### src/rtl/uart_pkg.sv
// Shared definitions for the buffered UART.
//   uart_state_e             : common TX/RX frame state encoding
//   DEFAULT_CLOCKS_PER_PULSE : 50 MHz clock at 9600 baud
//   MAX_DATA_WIDTH           : widest supported frame payload
//   calc_parity()            : parity bit for a payload
package uart_pkg;

    localparam int DEFAULT_CLOCKS_PER_PULSE = 5208;
    localparam int MAX_DATA_WIDTH           = 9;

    typedef enum logic [2:0] {
        ST_IDLE   = 3'd0,
        ST_START  = 3'd1,
        ST_DATA   = 3'd2,
        ST_PARITY = 3'd3,
        ST_STOP   = 3'd4
    } uart_state_e;

    // Payloads narrower than MAX_DATA_WIDTH are zero-extended by the caller.
    // Zero padding does not change an XOR reduction, so one width fits all
    // frame sizes. Even parity: XOR of the data bits. Odd parity: its inverse.
    function automatic logic calc_parity(input logic [MAX_DATA_WIDTH-1:0] data,
                                         input logic                      odd);
        return (^data) ^ odd;
    endfunction

endpackage

### src/rtl/uart_sync_fifo.sv
// Synchronous first-word-fall-through FIFO.
//   clk, rst : clock, asynchronous active-high reset
//   push/din : write din when push and there is room (a pop in the same cycle
//              also makes room)
//   pop      : drop the head entry; ignored while empty
//   full     : DEPTH entries stored
//   empty    : no entries stored
//   dout     : head entry, forced to zero while empty
module uart_sync_fifo #(
    parameter int WIDTH = 8,
    parameter int DEPTH = 16
) (
    input  logic             clk,
    input  logic             rst,
    input  logic             push,
    input  logic [WIDTH-1:0] din,
    input  logic             pop,
    output logic             full,
    output logic             empty,
    output logic [WIDTH-1:0] dout
);

    localparam int             AW      = $clog2(DEPTH);
    localparam logic [AW:0]    PTR_ONE = {{AW{1'b0}}, 1'b1};

    logic [AW:0]      wr_ptr_r;
    logic [AW:0]      rd_ptr_r;
    logic [WIDTH-1:0] mem_r [DEPTH];
    logic             do_push_s;
    logic             do_pop_s;

    // The extra pointer bit tells full from empty when the indices match.
    assign full      = (wr_ptr_r[AW] != rd_ptr_r[AW]) &&
                       (wr_ptr_r[AW-1:0] == rd_ptr_r[AW-1:0]);
    assign empty     = (wr_ptr_r == rd_ptr_r);
    assign do_pop_s  = pop && !empty;
    assign do_push_s = push && (!full || do_pop_s);
    assign dout      = empty ? {WIDTH{1'b0}} : mem_r[rd_ptr_r[AW-1:0]];

    // Read and write pointers.
    always_ff @(posedge clk or posedge rst) begin
        if (rst) begin
            wr_ptr_r <= {(AW+1){1'b0}};
            rd_ptr_r <= {(AW+1){1'b0}};
        end else begin
            if (do_push_s) begin
                wr_ptr_r <= wr_ptr_r + PTR_ONE;
            end
            if (do_pop_s) begin
                rd_ptr_r <= rd_ptr_r + PTR_ONE;
            end
        end
    end

    // Storage array; contents are only visible through dout when non-empty.
    always_ff @(posedge clk) begin
        if (do_push_s) begin
            mem_r[wr_ptr_r[AW-1:0]] <= din;
        end
    end

endmodule

### src/rtl/uart_buffered.sv
// FIFO-buffered UART: TX and RX on one clock, each side behind its own FIFO.
//   clk, rst            : clock, asynchronous active-high reset
//   tx_data/tx_valid    : byte to send, pushed when tx_valid && tx_ready
//   tx_ready            : TX FIFO not full
//   tx                  : serial output, idle high
//   tx_busy             : TX FIFO non-empty or frame in flight
//   rx                  : serial input, asynchronous to clk
//   rx_data/rx_valid    : head of RX FIFO, popped when rx_valid && rx_ready
//   rx_ready            : consumer ready
//   err_clr             : clears the sticky error flags
//   parity_err          : a frame with bad parity was dropped
//   frame_err           : a frame with a low stop bit was dropped
//   overrun             : a good frame was dropped because the RX FIFO was full
module uart_buffered
    import uart_pkg::*;
#(
    parameter int CLOCKS_PER_PULSE = DEFAULT_CLOCKS_PER_PULSE,
    parameter int DATA_WIDTH       = 8,
    parameter int FIFO_DEPTH       = 16,
    parameter int PARITY_EN        = 0,
    parameter int PARITY_ODD       = 0
) (
    input  logic                  clk,
    input  logic                  rst,
    input  logic [DATA_WIDTH-1:0] tx_data,
    input  logic                  tx_valid,
    output logic                  tx_ready,
    output logic                  tx,
    output logic                  tx_busy,
    input  logic                  rx,
    output logic [DATA_WIDTH-1:0] rx_data,
    output logic                  rx_valid,
    input  logic                  rx_ready,
    input  logic                  err_clr,
    output logic                  parity_err,
    output logic                  frame_err,
    output logic                  overrun
);

    localparam int              CW        = $clog2(CLOCKS_PER_PULSE);
    localparam int              BW        = 4;
    localparam logic [CW-1:0]   CNT_ZERO  = {CW{1'b0}};
    localparam logic [CW-1:0]   CNT_ONE   = {{(CW-1){1'b0}}, 1'b1};
    localparam logic [CW-1:0]   BIT_LAST  = CW'(CLOCKS_PER_PULSE - 1);
    localparam logic [CW-1:0]   BIT_HALF  = CW'(CLOCKS_PER_PULSE / 2);
    localparam logic [BW-1:0]   IDX_ZERO  = 4'd0;
    localparam logic [BW-1:0]   IDX_ONE   = 4'd1;
    localparam logic [BW-1:0]   DATA_LAST = BW'(DATA_WIDTH - 1);
    localparam logic            PAR_EN_B  = (PARITY_EN != 32'sd0);
    localparam logic            PAR_ODD_B = (PARITY_ODD != 32'sd0);

    // ---------------------------------------------------------------- TX side
    uart_state_e           tx_state_r, tx_state_s;
    logic [CW-1:0]         tx_cnt_r, tx_cnt_s;
    logic [BW-1:0]         tx_bit_r, tx_bit_s;
    logic [DATA_WIDTH-1:0] tx_shift_r, tx_shift_s;
    logic                  tx_par_r, tx_par_s;
    logic                  tx_r, tx_line_s;
    logic                  tx_pop_s, tx_push_s;
    logic                  tx_full_s, tx_empty_s;
    logic [DATA_WIDTH-1:0] tx_dout_s;
    logic                  tx_done_s;

    assign tx_push_s = tx_valid && !tx_full_s;
    assign tx_ready  = !tx_full_s;
    assign tx        = tx_r;
    assign tx_busy   = (tx_state_r != ST_IDLE) || !tx_empty_s;
    assign tx_done_s = (tx_cnt_r == BIT_LAST);

    uart_sync_fifo #(.WIDTH(DATA_WIDTH), .DEPTH(FIFO_DEPTH)) u_tx_fifo (
        .clk   (clk),
        .rst   (rst),
        .push  (tx_push_s),
        .din   (tx_data),
        .pop   (tx_pop_s),
        .full  (tx_full_s),
        .empty (tx_empty_s),
        .dout  (tx_dout_s)
    );

    // TX next-state: tx_line_s is the level for the following cycle, so every
    // bit change lands exactly on a bit-counter wrap.
    always_comb begin
        tx_state_s = tx_state_r;
        tx_cnt_s   = tx_cnt_r;
        tx_bit_s   = tx_bit_r;
        tx_shift_s = tx_shift_r;
        tx_par_s   = tx_par_r;
        tx_line_s  = tx_r;
        tx_pop_s   = 1'b0;
        case (tx_state_r)
            ST_IDLE: begin
                tx_cnt_s  = CNT_ZERO;
                tx_line_s = 1'b1;
                if (!tx_empty_s) begin
                    tx_pop_s   = 1'b1;
                    tx_state_s = ST_START;
                    tx_line_s  = 1'b0;
                end else begin
                    tx_state_s = ST_IDLE;
                end
            end
            ST_START: begin
                if (tx_done_s) begin
                    tx_cnt_s   = CNT_ZERO;
                    tx_state_s = ST_DATA;
                    tx_line_s  = tx_shift_r[0];
                end else begin
                    tx_cnt_s = tx_cnt_r + CNT_ONE;
                end
            end
            ST_DATA: begin
                if (tx_done_s) begin
                    tx_cnt_s = CNT_ZERO;
                    if (tx_bit_r == DATA_LAST) begin
                        if (PAR_EN_B) begin
                            tx_state_s = ST_PARITY;
                            tx_line_s  = tx_par_r;
                        end else begin
                            tx_state_s = ST_STOP;
                            tx_line_s  = 1'b1;
                        end
                    end else begin
                        tx_bit_s   = tx_bit_r + IDX_ONE;
                        tx_shift_s = {1'b0, tx_shift_r[DATA_WIDTH-1:1]};
                        tx_line_s  = tx_shift_r[1];
                    end
                end else begin
                    tx_cnt_s = tx_cnt_r + CNT_ONE;
                end
            end
            ST_PARITY: begin
                if (tx_done_s) begin
                    tx_cnt_s   = CNT_ZERO;
                    tx_state_s = ST_STOP;
                    tx_line_s  = 1'b1;
                end else begin
                    tx_cnt_s = tx_cnt_r + CNT_ONE;
                end
            end
            ST_STOP: begin
                if (tx_done_s) begin
                    tx_cnt_s = CNT_ZERO;
                    // Another byte waiting: start bit follows the stop bit directly.
                    if (!tx_empty_s) begin
                        tx_pop_s   = 1'b1;
                        tx_state_s = ST_START;
                        tx_line_s  = 1'b0;
                    end else begin
                        tx_state_s = ST_IDLE;
                        tx_line_s  = 1'b1;
                    end
                end else begin
                    tx_cnt_s = tx_cnt_r + CNT_ONE;
                end
            end
            default: begin
                tx_state_s = ST_IDLE;
                tx_cnt_s   = CNT_ZERO;
                tx_line_s  = 1'b1;
            end
        endcase
        if (tx_pop_s) begin
            tx_shift_s = tx_dout_s;
            tx_par_s   = calc_parity(MAX_DATA_WIDTH'(tx_dout_s), PAR_ODD_B);
            tx_bit_s   = IDX_ZERO;
        end else begin
            tx_bit_s = tx_bit_s;
        end
    end

    // TX state and datapath registers.
    always_ff @(posedge clk or posedge rst) begin
        if (rst) begin
            tx_state_r <= ST_IDLE;
            tx_cnt_r   <= CNT_ZERO;
            tx_bit_r   <= IDX_ZERO;
            tx_shift_r <= {DATA_WIDTH{1'b0}};
            tx_par_r   <= 1'b0;
            tx_r       <= 1'b1;
        end else begin
            tx_state_r <= tx_state_s;
            tx_cnt_r   <= tx_cnt_s;
            tx_bit_r   <= tx_bit_s;
            tx_shift_r <= tx_shift_s;
            tx_par_r   <= tx_par_s;
            tx_r       <= tx_line_s;
        end
    end

    // ---------------------------------------------------------------- RX side
    logic                  rx_meta_r, rx_sync_r;
    uart_state_e           rx_state_r, rx_state_s;
    logic [CW-1:0]         rx_cnt_r, rx_cnt_s;
    logic [BW-1:0]         rx_bit_r, rx_bit_s;
    logic [DATA_WIDTH-1:0] rx_shift_r, rx_shift_s;
    logic                  rx_par_r, rx_par_s;
    logic                  rx_wait_r, rx_wait_s;
    logic                  rx_push_s, rx_pop_s;
    logic                  rx_full_s, rx_empty_s;
    logic                  parity_set_s, frame_set_s, overrun_set_s;
    logic                  parity_err_r, frame_err_r, overrun_r;

    assign rx_valid   = !rx_empty_s;
    assign rx_pop_s   = !rx_empty_s && rx_ready;
    assign parity_err = parity_err_r;
    assign frame_err  = frame_err_r;
    assign overrun    = overrun_r;

    uart_sync_fifo #(.WIDTH(DATA_WIDTH), .DEPTH(FIFO_DEPTH)) u_rx_fifo (
        .clk   (clk),
        .rst   (rst),
        .push  (rx_push_s),
        .din   (rx_shift_r),
        .pop   (rx_pop_s),
        .full  (rx_full_s),
        .empty (rx_empty_s),
        .dout  (rx_data)
    );

    // Two-flop synchroniser; idles high so reset never looks like a start bit.
    always_ff @(posedge clk or posedge rst) begin
        if (rst) begin
            rx_meta_r <= 1'b1;
            rx_sync_r <= 1'b1;
        end else begin
            rx_meta_r <= rx;
            rx_sync_r <= rx_meta_r;
        end
    end

    // RX next-state: start bit checked mid-bit, then one sample per bit period.
    always_comb begin
        rx_state_s    = rx_state_r;
        rx_cnt_s      = rx_cnt_r;
        rx_bit_s      = rx_bit_r;
        rx_shift_s    = rx_shift_r;
        rx_par_s      = rx_par_r;
        rx_wait_s     = rx_wait_r;
        rx_push_s     = 1'b0;
        parity_set_s  = 1'b0;
        frame_set_s   = 1'b0;
        overrun_set_s = 1'b0;
        case (rx_state_r)
            ST_IDLE: begin
                rx_cnt_s  = CNT_ZERO;
                rx_wait_s = 1'b0;
                if (!rx_sync_r) begin
                    rx_state_s = ST_START;
                end else begin
                    rx_state_s = ST_IDLE;
                end
            end
            ST_START: begin
                if (rx_cnt_r == BIT_HALF) begin
                    rx_cnt_s = CNT_ZERO;
                    rx_bit_s = IDX_ZERO;
                    // High at mid start bit: a glitch, not a frame.
                    if (rx_sync_r) begin
                        rx_state_s = ST_IDLE;
                    end else begin
                        rx_state_s = ST_DATA;
                    end
                end else begin
                    rx_cnt_s = rx_cnt_r + CNT_ONE;
                end
            end
            ST_DATA: begin
                if (rx_cnt_r == BIT_LAST) begin
                    rx_cnt_s   = CNT_ZERO;
                    rx_shift_s = {rx_sync_r, rx_shift_r[DATA_WIDTH-1:1]};
                    if (rx_bit_r == DATA_LAST) begin
                        rx_state_s = PAR_EN_B ? ST_PARITY : ST_STOP;
                    end else begin
                        rx_bit_s = rx_bit_r + IDX_ONE;
                    end
                end else begin
                    rx_cnt_s = rx_cnt_r + CNT_ONE;
                end
            end
            ST_PARITY: begin
                if (rx_cnt_r == BIT_LAST) begin
                    rx_cnt_s   = CNT_ZERO;
                    rx_par_s   = rx_sync_r;
                    rx_state_s = ST_STOP;
                end else begin
                    rx_cnt_s = rx_cnt_r + CNT_ONE;
                end
            end
            ST_STOP: begin
                if (rx_wait_r) begin
                    // After a framing error, hold off until the line is idle again.
                    if (rx_sync_r) begin
                        rx_wait_s  = 1'b0;
                        rx_state_s = ST_IDLE;
                    end else begin
                        rx_state_s = ST_STOP;
                    end
                end else if (rx_cnt_r == BIT_LAST) begin
                    rx_cnt_s = CNT_ZERO;
                    if (!rx_sync_r) begin
                        frame_set_s = 1'b1;
                        rx_wait_s   = 1'b1;
                    end else if (PAR_EN_B &&
                                 (rx_par_r != calc_parity(MAX_DATA_WIDTH'(rx_shift_r), PAR_ODD_B))) begin
                        parity_set_s = 1'b1;
                        rx_state_s   = ST_IDLE;
                    end else if (rx_full_s && !rx_pop_s) begin
                        overrun_set_s = 1'b1;
                        rx_state_s    = ST_IDLE;
                    end else begin
                        rx_push_s  = 1'b1;
                        rx_state_s = ST_IDLE;
                    end
                end else begin
                    rx_cnt_s = rx_cnt_r + CNT_ONE;
                end
            end
            default: begin
                rx_state_s = ST_IDLE;
                rx_cnt_s   = CNT_ZERO;
                rx_wait_s  = 1'b0;
            end
        endcase
    end

    // RX state and datapath registers.
    always_ff @(posedge clk or posedge rst) begin
        if (rst) begin
            rx_state_r <= ST_IDLE;
            rx_cnt_r   <= CNT_ZERO;
            rx_bit_r   <= IDX_ZERO;
            rx_shift_r <= {DATA_WIDTH{1'b0}};
            rx_par_r   <= 1'b0;
            rx_wait_r  <= 1'b0;
        end else begin
            rx_state_r <= rx_state_s;
            rx_cnt_r   <= rx_cnt_s;
            rx_bit_r   <= rx_bit_s;
            rx_shift_r <= rx_shift_s;
            rx_par_r   <= rx_par_s;
            rx_wait_r  <= rx_wait_s;
        end
    end

    // Sticky error flags; a new error wins over a simultaneous clear.
    always_ff @(posedge clk or posedge rst) begin
        if (rst) begin
            parity_err_r <= 1'b0;
            frame_err_r  <= 1'b0;
            overrun_r    <= 1'b0;
        end else begin
            parity_err_r <= parity_set_s  | (parity_err_r & ~err_clr);
            frame_err_r  <= frame_set_s   | (frame_err_r  & ~err_clr);
            overrun_r    <= overrun_set_s | (overrun_r    & ~err_clr);
        end
    end

endmodule
### config.mk
export PLATFORM = sky130hd
export DESIGN_NAME = uart_buffered
export DESIGN_NICKNAME = d
export VERILOG_FILES = /design/src/rtl/uart_pkg.sv /design/src/rtl/uart_sync_fifo.sv /design/src/rtl/uart_buffered.sv
export SDC_FILE = /design/constraint.sdc
export NUM_CORES = 1
export LEC_CHECK = 0
export CORE_UTILIZATION = 60
export DETAILED_ROUTE_END_ITERATION = 6
export PLACE_DENSITY = 0.77
export SLEW_MARGIN = 20
export SYNTH_ARGS = -nofsm -noshare
export SYNTH_HDL_FRONTEND = slang
export SYNTH_SLANG_ARGS = --single-unit
### constraint.sdc
create_clock -name clk -period 5.2 [get_ports clk]
set_input_delay 1.56 -clock clk [delete_from_list [all_inputs] [get_ports clk]]
set_output_delay 1.56 -clock clk [all_outputs]
set_load 0.005 [all_outputs]
# Yosys cells after proc, flatten, opt, wreduce, memory -nomap -nowiden
# Memory sizes are Yosys's and may differ from the RTL's.
# Index checks and enable logic that the tools add are counted.
# totals
output_inout_bits	15
input_bits	14
mem_count	2
ram_bits	256
register_bits	83
word_cells	168
# memory_table
memory	depth	width	read_ports	rd_ports_with_merged_regs	wr	line	source
u_rx_fifo.mem_r	16	8	1	0	1	uart_sync_fifo.sv:28	logic [WIDTH-1:0] mem_r [DEPTH];
u_tx_fifo.mem_r	16	8	1	0	1	uart_sync_fifo.sv:28	
# classes
muxes	68
n_reduce_logical	32
add_sub_neg	8
eq_ne	33
n_bitwise	6
# op_table
cell	n
13-bit 2-to-1 mux	5
8-bit 2-to-1 mux	6
3-bit 2-to-1 mux	13
13-bit case mux with 3 select lines	1
3-bit case mux with 5 select lines	2
1-bit 2-to-1 mux	29
4-bit 2-to-1 mux	7
13-bit by 1-bit adder with 13-bit output (second input constant)	2
13-bit equality test (second input constant)	2
2-bit inequality test (second input constant)	11
5-bit by 1-bit adder with 5-bit output (second input constant)	4
13-bit by 12-bit equality test with 1-bit output (second input constant)	1
3-bit by 2-bit equality test with 1-bit output (second input constant)	4
5-bit equality test	2
1-bit logical AND	9
4-bit by 1-bit adder with 4-bit output (second input constant)	2
4-bit by 3-bit equality test with 1-bit output (second input constant)	2
4-bit equality test	2
4-bit case mux with 2 select lines	1
4-bit AND reduction	2
3-bit by 1-bit equality test with 1-bit output (second input constant)	2
3-bit equality test (second input constant)	2
3-bit zero test	2
3-bit inequality test (second input constant)	2
19 further kinds	32

# Logic depth before layout (Yosys ltp)
# Gate-level depths: netlist of run 1.
# logic_depth
word_depth	13
depth_mapped	8
mapped_depth_nobuf	7

# Modules after synthesis
# Synthesis of run 1 repeated with hierarchy kept, for this count alone.
# unflattened
hier_cells	861
area_unflattened_um2	14435.1
# modules_own_cells
mod	instances	seq_area_each_um2	area_each_um2	cells_per_inst
uart_sync_fifo	2	4093.9	5562.8	270
uart_buffered	1	1580.3	3309.4	321

# Least setup slack after synthesis of run 1
# No wires, ideal clock.
# synth_path
kind	register -> output
from	reg u_rx_fifo.rd_ptr_r[0]
to	out rx_data[5]
arrival_ps	1710
t_required_ps	3640
stages_incl_launch_ff	6
n_path_buf	2
setup_slack_ps	1930
cell_sequence	dfrtp_1 buf_2 buf_2 mux4_2 a211oi_1 a211oi_1
# synth_between
elab_chain_cells	2
word_cells_on_any_way	3
# synth_rtl
item	line	source
start: declaration	uart_sync_fifo.sv:27	logic [AW:0] rd_ptr_r;
start signal: assignment	uart_sync_fifo.sv:44	rd_ptr_r <= {(AW+1){1'b0}};
start signal: assignment	uart_sync_fifo.sv:50	rd_ptr_r <= rd_ptr_r + PTR_ONE;
memory read 16 x 8 bit / 5-bit equality test (equally long branches)	n/a	
8-bit 2-to-1 mux (*)	uart_sync_fifo.sv:38	assign dout = empty ? {WIDTH{1'b0}} : mem_r[rd_ptr_r[AW-1:0]];
end: declaration	uart_buffered.sv:31	output logic [DATA_WIDTH-1:0] rx_data,
# Every way passes the cells marked *; elsewhere a longest branch is shown, timed or not.

# Final worst setup path of run 1
# layout_path
from	reg u_rx_fifo.rd_ptr_r[2]
to	out rx_data[3]
# The elaborated chain is that of the path after synthesis.

==> reports/metrics.cfg, run 1 <==
[clock_tree]
cts_made_buffers = 36
cts_sinks = 339
root_buffer = clkbuf_16
post-cts-setup-buffers = 0
htreeDepth = 2
cts_buffer_depth = 3
cts_resized = 0
postCtsHoldBufs = 0
cts_tree = built
clk_pin_slew_ns = 0.06
insertion_delay_ns = 0.51

[logic_synthesis]
synth_edf_count = 256
yosys-top-cells-area = edfxtp_1 (54%), dfrtp_1 (14%), mux4_2 (10%), xnor2_1 (1.7%), nor2_1 (1.5%)
yosysSeqAreaShare_pct = 68.6
synthCells = 866
ys_seq_elements = 339
yosysUniqueCellTypes = 70
synth_flop_cell = edfxtp_1
ys_async_sr_fraction_pct = 24.5
ys.warnings.count = 0
avgSynthCellArea_um2 = 16.4
netlist_area_um2 = 14200
yosysTopAreaCellShare_pct = 54.0
yosys.area.top_type = edfxtp_1
syn_nets = 895

[placed_design]
place_area_um2 = 14900
dp_cells = 1191
dp_hpwl_um = 16700
place_congestion = 0.784
io_buffers = 28

[setup_path]
cp_slowest_cell = dfrtp_1
cp_data_arrival_time_ns = 3.07
crit_family = flip-flops
crit_fanout = 21
path_class = reg -> out
required_ns = 3.64
r2r_end = u_rx_fifo.mem_r[12][7]
end_kind = output pin
crit_buf_inv = 1
slowest_delay_ns = 0.96
r2r_cells = 6
reg2reg_slack_ns = 2.36
cp_cell_sequence = xor2_1 -> nor4_2 -> and2_1 -> a211oi_1 -> clkdlybuf4s50_1
reg2reg_from = u_rx_fifo.rd_ptr_r[2]
start_kind = flop

[power]
total_power_mw = 6.59
p_per_area_nw_per_um2 = 412
p_leak_nw = 5.91
vdd_drop_max_uv = 402

[route]
vias = 7495
drc = 0
routed_wl_um = 26200
drt_first_pass_iters = 5
drtIter0Drc = 496
routedWlPerCell_um = 20.8
ant_nets = 0
vias_per_cell = 5.96

[flow_run]
drv_cap = 0

[sta]
fin_crit_sh_pct = 89.0
fmax_mhz = 216
max_slew.worst_pin.slew_ns = 0.940
whs_ns = 0.374
fin_setup_tns_ns = 0
skew_ns = 0.0130
setup_viol = 0
fin_crit_ns = 4.63
hold_violations = 0
finalMaxSlewViolations = 0
max_slew_margin_pct = 37.3
rsz0062_at_grt = false

[layout]
drive_gt1_share_pct = 17.6
final_nets = 939
finalInstanceArea_um2 = 16000
finalNonFillerCells = 1257
layout_common_cells = edfxtp_1 (256), dfrtp_1 (78), mux4_2 (63)
area_growth_pct = 12.2
final_common_cell = edfxtp_1
antenna_cells = 0

[hold_path]
hold_start = rx_meta_r
min-delay-path-class = reg -> reg
whs_endpoint = rx_sync_r
hold_depth = 0

[floorplan]
die-area_um2 = 24400
die_h_um = 156
num_rows = 56
ios = 29
start_util_pct = 60.9
core_area_um2 = 23400
fp.dieW_um = 156

[global_route]
grt_pass1_wl_um = 41900
antenna_found_initial = 0
grt_pass1_vias = 7489
grt_use_total_pct = 22.9
grt.overflow.total = 0
grt_max_degree = 47

[status]
status = completed

## cells by family after synthesis
logic type      share of synthesized area, %
xor+xnor                                2.95
fa+ha+maj                               1.32
compound gates                          4.37
buf+inv                                 2.01
flops                                   68.6
simple gates                            8.46
mux                                     12.3
## worst register-to-register path, cell delays in order (launching register included)
cell	delay, ns
dfrtp_1	0.96
xor2_1	0.25
nor4_2	0.09
a211oi_2	0.20
buf_4	0.23
nand2_1	0.10
nor2_1	0.63
## through the flow
stage | utilization, % | setup slack, ns
finish | 68.3 | 0.570
global route | 68.3 | 0.402
CTS | 68.3 | 0.558
detailed placement | 63.5 | 1.09
global placement | 63.5 | 1.11
floorplan | - | 1.51
## synthesized netlist by cell type (all sizes together) (13+ instances only)
master and number:
nor3 15, nor2b 18, nor2 57, dfrtp 80, a211oi 17, mux4 63
clkbuf 15, o21ai 25, mux2 13, buf 26, nand3 13, nand2 55
a22oi 15, mux2i 16, xnor2 27, edfxtp 256, ha 15, and3 13
inv 20, xor2 21, nand4 13
## layout make-up
cell class,instances,area [um2]
clock buffers,48,987
clock inverters,18,143
fillers,1559,7410
inverters,20,76.3
multi-input cells,466,4190
flip-flops and latches,339,9770
well taps,319,399
repair buffers,47,423
## registers in the layout (all words and copies together) (netlist names), 8 cells and up
register / cells
tx_shift_r: 8
u_tx_fifo.mem_r: 128
u_rx_fifo.mem_r: 128
rx_shift_r: 8
rx_cnt_r: 13
tx_cnt_r: 13
## metal layers
metal | up-vias | track usage, % | part of all wire, %
met5 | - | 0 | 0
met4 | 0 | 7.66 | 2.5
met3 | 45 | 2.94 | 4.6
met2 | 221 | 38.2 | 51
met1 | 3794 | 31.4 | 42
li1 | 3435 | - | -
## where the power goes
group	switching [mW]	internal [mW]
clock	0.991	1.44
combinational	0.510	0.414
sequential	0.137	3.10
total	1.64	4.95
## worst max path at each step
stage / from / depth (start not counted) / to / slack [ns]
2_1_floorplan: rst / 1 / frame_err / 1.51
3_3_place_gp: u_rx_fifo.rd_ptr_r[0] / 5 / rx_data[5] / 1.11
3_5_place_dp: u_rx_fifo.rd_ptr_r[0] / 5 / rx_data[5] / 1.09
4_1_cts: u_rx_fifo.rd_ptr_r[0] / 5 / rx_data[5] / 0.56
5_1_grt: u_rx_fifo.rd_ptr_r[0] / 5 / rx_data[3] / 0.40
6_report: u_rx_fifo.rd_ptr_r[2] / 5 / rx_data[3] / 0.57
Power figures use the tool's default switching activity.
==> run 2, diff against run 1 <==
--- a/config.mk
+++ b/config.mk
@@ -5,7 +5,9 @@
 export SDC_FILE = /design/constraint.sdc
 export NUM_CORES = 1
 export LEC_CHECK = 0
+export CORE_MARGIN = 2
 export CORE_UTILIZATION = 60
+export CTS_CLUSTER_DIAMETER = 60
 export DETAILED_ROUTE_END_ITERATION = 6
 export PLACE_DENSITY = 0.77
 export SLEW_MARGIN = 20
==> reports/metrics.cfg, run 2 (synthesis results as in run 1) <==
[setup_path]
r2r_cells = 5  ; was 6
start_kind = flop  ; unchanged
cp_data_arrival_time_ns = 3.17  ; was 3.07 ns
crit_fanout = 21  ; unchanged
cp_cell_sequence = buf_4 -> mux4_2 -> a211oi_1 -> a211oi_1 -> clkdlybuf4s50_1  ; was xor2_1 -> nor4_2 -> and2_1 -> a211oi_1 -> clkdlybuf4s50_1
cp_slowest_cell = dfrtp_2  ; was dfrtp_1
required_ns = 3.64  ; about the same
crit_buf_inv = 2  ; was 1
reg2reg_from = u_rx_fifo.rd_ptr_r[0]  ; was u_rx_fifo.rd_ptr_r[2]
cpMostUsedCell = a211oi_1
reg2reg_slack_ns = 2.21  ; was 2.36 ns
path_class = reg -> out  ; unchanged
end_kind = output pin  ; unchanged
slowest_delay_ns = 0.80  ; was 0.96 ns
r2r_end = u_rx_fifo.mem_r[15][3]  ; was u_rx_fifo.mem_r[12][7]
crit_family = buffers and inverters  ; was flip-flops

[layout]
finalInstanceArea_um2 = 16000  ; about the same
final_common_cell = edfxtp_1  ; unchanged
layout_common_cells = edfxtp_1 (256), dfrtp_1 (78), mux4_2 (63)  ; unchanged
antenna_cells = 0  ; unchanged
drive_gt1_share_pct = 17.7  ; was 17.6%
final_nets = 937  ; was 939
area_growth_pct = 12.2  ; about the same

[route]
vias_per_cell = 5.97  ; was 5.96
vias = 7467  ; was 7495
routed_wl_um = 26600  ; was 26200 um
ant_nets = 0  ; unchanged
drtIter0Drc = 650  ; was 496
routedWlPerCell_um = 21.3  ; was 20.8 um
drt_first_pass_iters = 7  ; was 5
drc = 1  ; was 0

[placed_design]
place_congestion = 0.781  ; was 0.784
place_ws_ns = 0.983  ; was 1.09 ns
place_area_um2 = 14900  ; unchanged
dp_hpwl_um = 16400  ; was 16700 um
io_buffers = 28  ; unchanged

[clock_tree]
postCtsHoldBufs = 0  ; unchanged
cts_tree = built  ; unchanged
insertion_delay_ns = 0.52  ; was 0.51 ns
cts_sinks = 339  ; unchanged
cts_made_buffers = 34  ; was 36
clk_pin_slew_ns = 0.06  ; about the same
cts_buffer_depth = 3  ; unchanged
cts_resized = 0  ; unchanged
htreeDepth = 2  ; unchanged
root_buffer = clkbuf_16  ; unchanged
post-cts-setup-buffers = 0  ; unchanged

[sta]
setup_viol = 0  ; unchanged
fin_crit_sh_pct = 90.9  ; was 89.0%
fin_crit_ns = 4.73  ; was 4.63 ns
fin_ws_ns = 0.474  ; was 0.570 ns
fmax_mhz = 212  ; was 216 MHz
max_slew.worst_pin.slew_ns = 0.921  ; was 0.940 ns
fin_setup_tns_ns = 0  ; unchanged
rsz0062_at_grt = false  ; unchanged
skew_ns = 0.0203  ; was 0.0130 ns
max_slew_margin_pct = 38.5  ; was 37.3%
finalMaxSlewViolations = 0  ; unchanged
hold_violations = 0  ; unchanged

[floorplan]
die-area_um2 = 25000  ; was 24400 um2
core_area_um2 = 23400  ; unchanged
start_util_pct = 60.9  ; unchanged
die_h_um = 158  ; was 156 um
ios = 29  ; unchanged
num_rows = 56  ; unchanged
fp.dieW_um = 158  ; was 156 um

[power]
p_per_area_nw_per_um2 = 413  ; was 412 nW/um2
vdd_drop_max_uv = 386  ; was 402 uV
p_leak_nw = 5.91  ; about the same

[status]
status = finished with violations  ; was completed
violations = design-rule violations

[global_route]
grt_pass1_vias = 7436  ; was 7489
grt_use_total_pct = 22.3  ; was 22.9%
met2_usage_pct = 36.1  ; was 38.2%
grt_pass1_wl_um = 41700  ; was 41900 um
grt.overflow.total = 0  ; unchanged
grt_max_degree = 38  ; was 47
gr-usage-met3_pct = 3.67  ; was 2.94%
antenna_found_initial = 0  ; unchanged
grt_busiest_layer = met2  ; unchanged
grt.met1_usage_pct = 31.7  ; was 31.4%

[hold_path]
min-delay-path-class = reg -> reg  ; unchanged
whs_endpoint = rx_sync_r  ; unchanged
hold_depth = 0  ; unchanged
hold_start = rx_meta_r  ; unchanged

[flow_run]
drv_cap = 0  ; unchanged

-- run 2: changes by cell type in the layout (fill, tap and decap cells not counted) --
cell	before	now
clkbuf_1	9	7
inv_6	2	0
clkinv_8	0	2
bufinv_16	2	3
clkbuf_16	37	35
clkinvlp_4	2	0
clkbuf_8	2	5
clkinv_1	8	4
-- run 2: layout make-up --
cell class,count,area [um2]
Clock inverter,13,158
Timing Repair Buffer,47,423
Clock buffer,47,971
Sequential cell,339,9770
Multi-Input combinational cell,466,4190
Inverter,20,76.3
Tap cell,319,399
Fill cell,1523,7410
-- run 2: worst max path at each step --
| stage | slack, ns | endpoint | cells past startpoint | startpoint |
|---|---|---|---|---|
| final | 0.47 | rx_data[3] | 5 | u_rx_fifo.rd_ptr_r[0] |
| after floorplan | 1.51 | frame_err | 1 | rst |
| after detailed placement | 0.98 | rx_data[5] | 5 | u_rx_fifo.rd_ptr_r[0] |
| after CTS | 0.41 | rx_data[0] | 5 | u_rx_fifo.rd_ptr_r[0] |
| after global routing | 0.23 | rx_data[0] | 5 | u_rx_fifo.rd_ptr_r[0] |
| after global placement | 1.02 | rx_data[0] | 5 | u_rx_fifo.rd_ptr_r[0] |
-- run 2: power breakdown --
part / switching [mW] / internal (mW) / total (mW) / leakage [nW]
clock network: 0.973 / 1.46 / 2.43 / 0.554
logic: 0.514 / 0.414 / 0.928 / 1.63
registers: 0.138 / 3.10 / 3.24 / 3.74
total: 1.63 / 4.97 / 6.60 / 5.91
-- run 2: per-layer routing --
metal	vias to the layer above	part of all wire, %	wire length [um]
li1	3424	-	-
met1	3804	44	11600
met2	197	49	13200
met3	42	5.0	1320
met4	0	1.9	510
met5	-	0	0
-- run 2: per-stage QoR --
step                power (mW)  utilization (%)  hold slack, ns  instances
finish                    6.60             68.3           0.343       1251
global route              6.85             68.3           0.354       1251
CTS                       6.66             68.3           0.357       1251
detailed placement        4.22             63.5           0.355       1191
global placement          4.20             63.5           0.347       1191
floorplan                 3.97                -           0.345        866
==> run 3, diff against run 2 <==
--- a/config.mk
+++ b/config.mk
@@ -5,7 +5,7 @@
 export SDC_FILE = /design/constraint.sdc
 export NUM_CORES = 1
 export LEC_CHECK = 0
-export CORE_MARGIN = 2
+export CORE_MARGIN = 1
 export CORE_UTILIZATION = 60
 export CTS_CLUSTER_DIAMETER = 60
 export DETAILED_ROUTE_END_ITERATION = 6
==> reports/metrics.cfg, run 3 (synthesis results as in run 1) <==
[layout]
finalNonFillerCells = 1256  ; was 1251
final_common_cell = edfxtp_1  ; unchanged
drive_gt1_share_pct = 17.6  ; was 17.7%
final_nets = 940  ; was 937
layout_common_cells = edfxtp_1 (256), dfrtp_1 (78), mux4_2 (63)  ; unchanged
antenna_cells = 0  ; unchanged
n_fill_cell = 1554  ; was 1523
area_growth_pct = 12.2  ; about the same

[clock_tree]
cts_made_buffers = 37  ; was 34
root_buffer = clkbuf_16  ; unchanged
cts_buffer_depth = 3  ; unchanged
postCtsHoldBufs = 0  ; unchanged
clk_pin_slew_ns = 0.06  ; about the same
cts_tree = built  ; unchanged
cts_resized = 0  ; unchanged
insertion_delay_ns = 0.52  ; about the same
htreeDepth = 2  ; unchanged
post-cts-setup-buffers = 0  ; unchanged
cts_sinks = 339  ; unchanged

[sta]
skew_ns = 0.0109  ; was 0.0203 ns
fin_ws_ns = 0.617  ; was 0.474 ns
fin_crit_sh_pct = 88.1  ; was 90.9%
setup_viol = 0  ; unchanged
max_slew_margin_pct = 36.0  ; was 38.5%
fmax_mhz = 218  ; was 212 MHz
fin_setup_tns_ns = 0  ; unchanged
max_slew.worst_pin.slew_ns = 0.960  ; was 0.921 ns
rsz0062_at_grt = false  ; unchanged
finalMaxSlewViolations = 0  ; unchanged
hold_violations = 0  ; unchanged
fin_crit_ns = 4.58  ; was 4.73 ns

[global_route]
grt.met1_usage_pct = 30.7  ; was 31.7%
grt_max_degree = 47  ; was 38
gr-usage-met3_pct = 3.67  ; about the same
grt_pass1_vias = 7532  ; was 7436
grt.overflow.total = 0  ; unchanged
grt_busiest_layer = met2  ; unchanged
grt_pass1_wl_um = 41500  ; was 41700 um
met2_usage_pct = 37.6  ; was 36.1%
antenna_found_initial = 0  ; unchanged
grt_use_total_pct = 22.6  ; was 22.3%

[power]
p_per_area_nw_per_um2 = 411  ; was 413 nW/um2
p_leak_nw = 5.90  ; was 5.91 nW
vdd_drop_max_uv = 354  ; was 386 uV

[placed_design]
place_congestion = 0.784  ; was 0.781
place_ws_ns = 1.09  ; was 0.983 ns
io_buffers = 28  ; unchanged
dp_cells = 1191  ; unchanged
dp_hpwl_um = 16700  ; was 16400 um

[floorplan]
core_area_um2 = 23400  ; unchanged
ios = 29  ; unchanged
num_rows = 56  ; unchanged
fp.dieW_um = 156  ; was 158 um
die-area_um2 = 24400  ; was 25000 um2
start_util_pct = 60.9  ; unchanged
die_h_um = 156  ; was 158 um

[flow_run]
drv_cap = 0  ; unchanged

[status]
status = completed  ; was finished with violations

[route]
drc = 0  ; was 1
vias = 7429  ; was 7467
routed_wl_um = 25900  ; was 26600 um
vias_per_cell = 5.91  ; was 5.97
routedWlPerCell_um = 20.6  ; was 21.3 um
drtIter0Drc = 574  ; was 650
drt_first_pass_iters = 4  ; was 7
ant_nets = 0  ; unchanged

[setup_path]
reg2reg_slack_ns = 2.39  ; was 2.21 ns
start_kind = flop  ; unchanged
required_ns = 3.64  ; about the same
crit_fanout = 21  ; unchanged
reg2reg_from = u_rx_fifo.rd_ptr_r[2]  ; was u_rx_fifo.rd_ptr_r[0]
cp_data_arrival_time_ns = 3.02  ; was 3.17 ns
path_class = reg -> out  ; unchanged
r2r_end = u_rx_fifo.mem_r[12][7]  ; was u_rx_fifo.mem_r[15][3]
r2r_cells = 6  ; was 5
end_kind = output pin  ; unchanged

[hold_path]
hold_depth = 0  ; unchanged
min-delay-path-class = reg -> reg  ; unchanged
hold_start = rx_meta_r  ; unchanged
whs_endpoint = rx_sync_r  ; unchanged

==> run 3: where the power goes <==
group / internal (mW) / switching, mW
Clock: 1.41 / 1.00
Sequential: 3.10 / 0.136
Combinational: 0.414 / 0.511
==> run 3: worst max-delay path by stage <==
| stage | startpoint | endpoint | slack [ns] | cells after the start |
|---|---|---|---|---|
| after global placement | u_rx_fifo.rd_ptr_r[0] | rx_data[5] | 1.11 | 5 |
| after detailed placement | u_rx_fifo.rd_ptr_r[0] | rx_data[5] | 1.09 | 5 |
| final | u_rx_fifo.rd_ptr_r[2] | rx_data[3] | 0.62 | 5 |
| after floorplan | rst | frame_err | 1.51 | 1 |
| after CTS | u_rx_fifo.rd_ptr_r[0] | rx_data[5] | 0.55 | 5 |
| after global routing | u_rx_fifo.rd_ptr_r[0] | rx_data[3] | 0.42 | 5 |
==> run 3: critical path, cell delays in order (launching register included) <==
cell	delay, ns
dfrtp_1	0.97
buf_4	0.33
mux4_2	0.20
a211oi_1	0.07
a211oi_1	0.37
clkdlybuf4s50_1	0.58
==> run 3: cell type report <==
class | instances | area [um2] | area share [%]
clock buffers | 52 | 1000 | 6.27
repair buffers | 47 | 423 | 2.65
clock inverters | 13 | 118 | 0.736
well taps | 319 | 399 | 2.50
flip-flops and latches | 339 | 9770 | 61.1
inverters | 20 | 76.3 | 0.478
multi-input cells | 466 | 4190 | 26.2
==> run 3: per-stage QoR <==
step / cell area, um2 / util [%] / total power [mW] / hold slack, ns
3_3_place_gp: 14900 / 63.5 / 4.19 / 0.350
5_1_grt: 16000 / 68.3 / 6.84 / 0.375
2_1_floorplan: 14200 / - / 3.97 / 0.345
6_report: 16000 / 68.3 / 6.57 / 0.369
4_1_cts: 16000 / 68.3 / 6.62 / 0.370
3_5_place_dp: 14900 / 63.5 / 4.22 / 0.358
==> run 3: routing by layer <==
metal	up-vias	routed length, um
met3	50	1150
li1	3428	-
met1	3750	11100
met5	-	0
met2	201	12900
met4	0	732
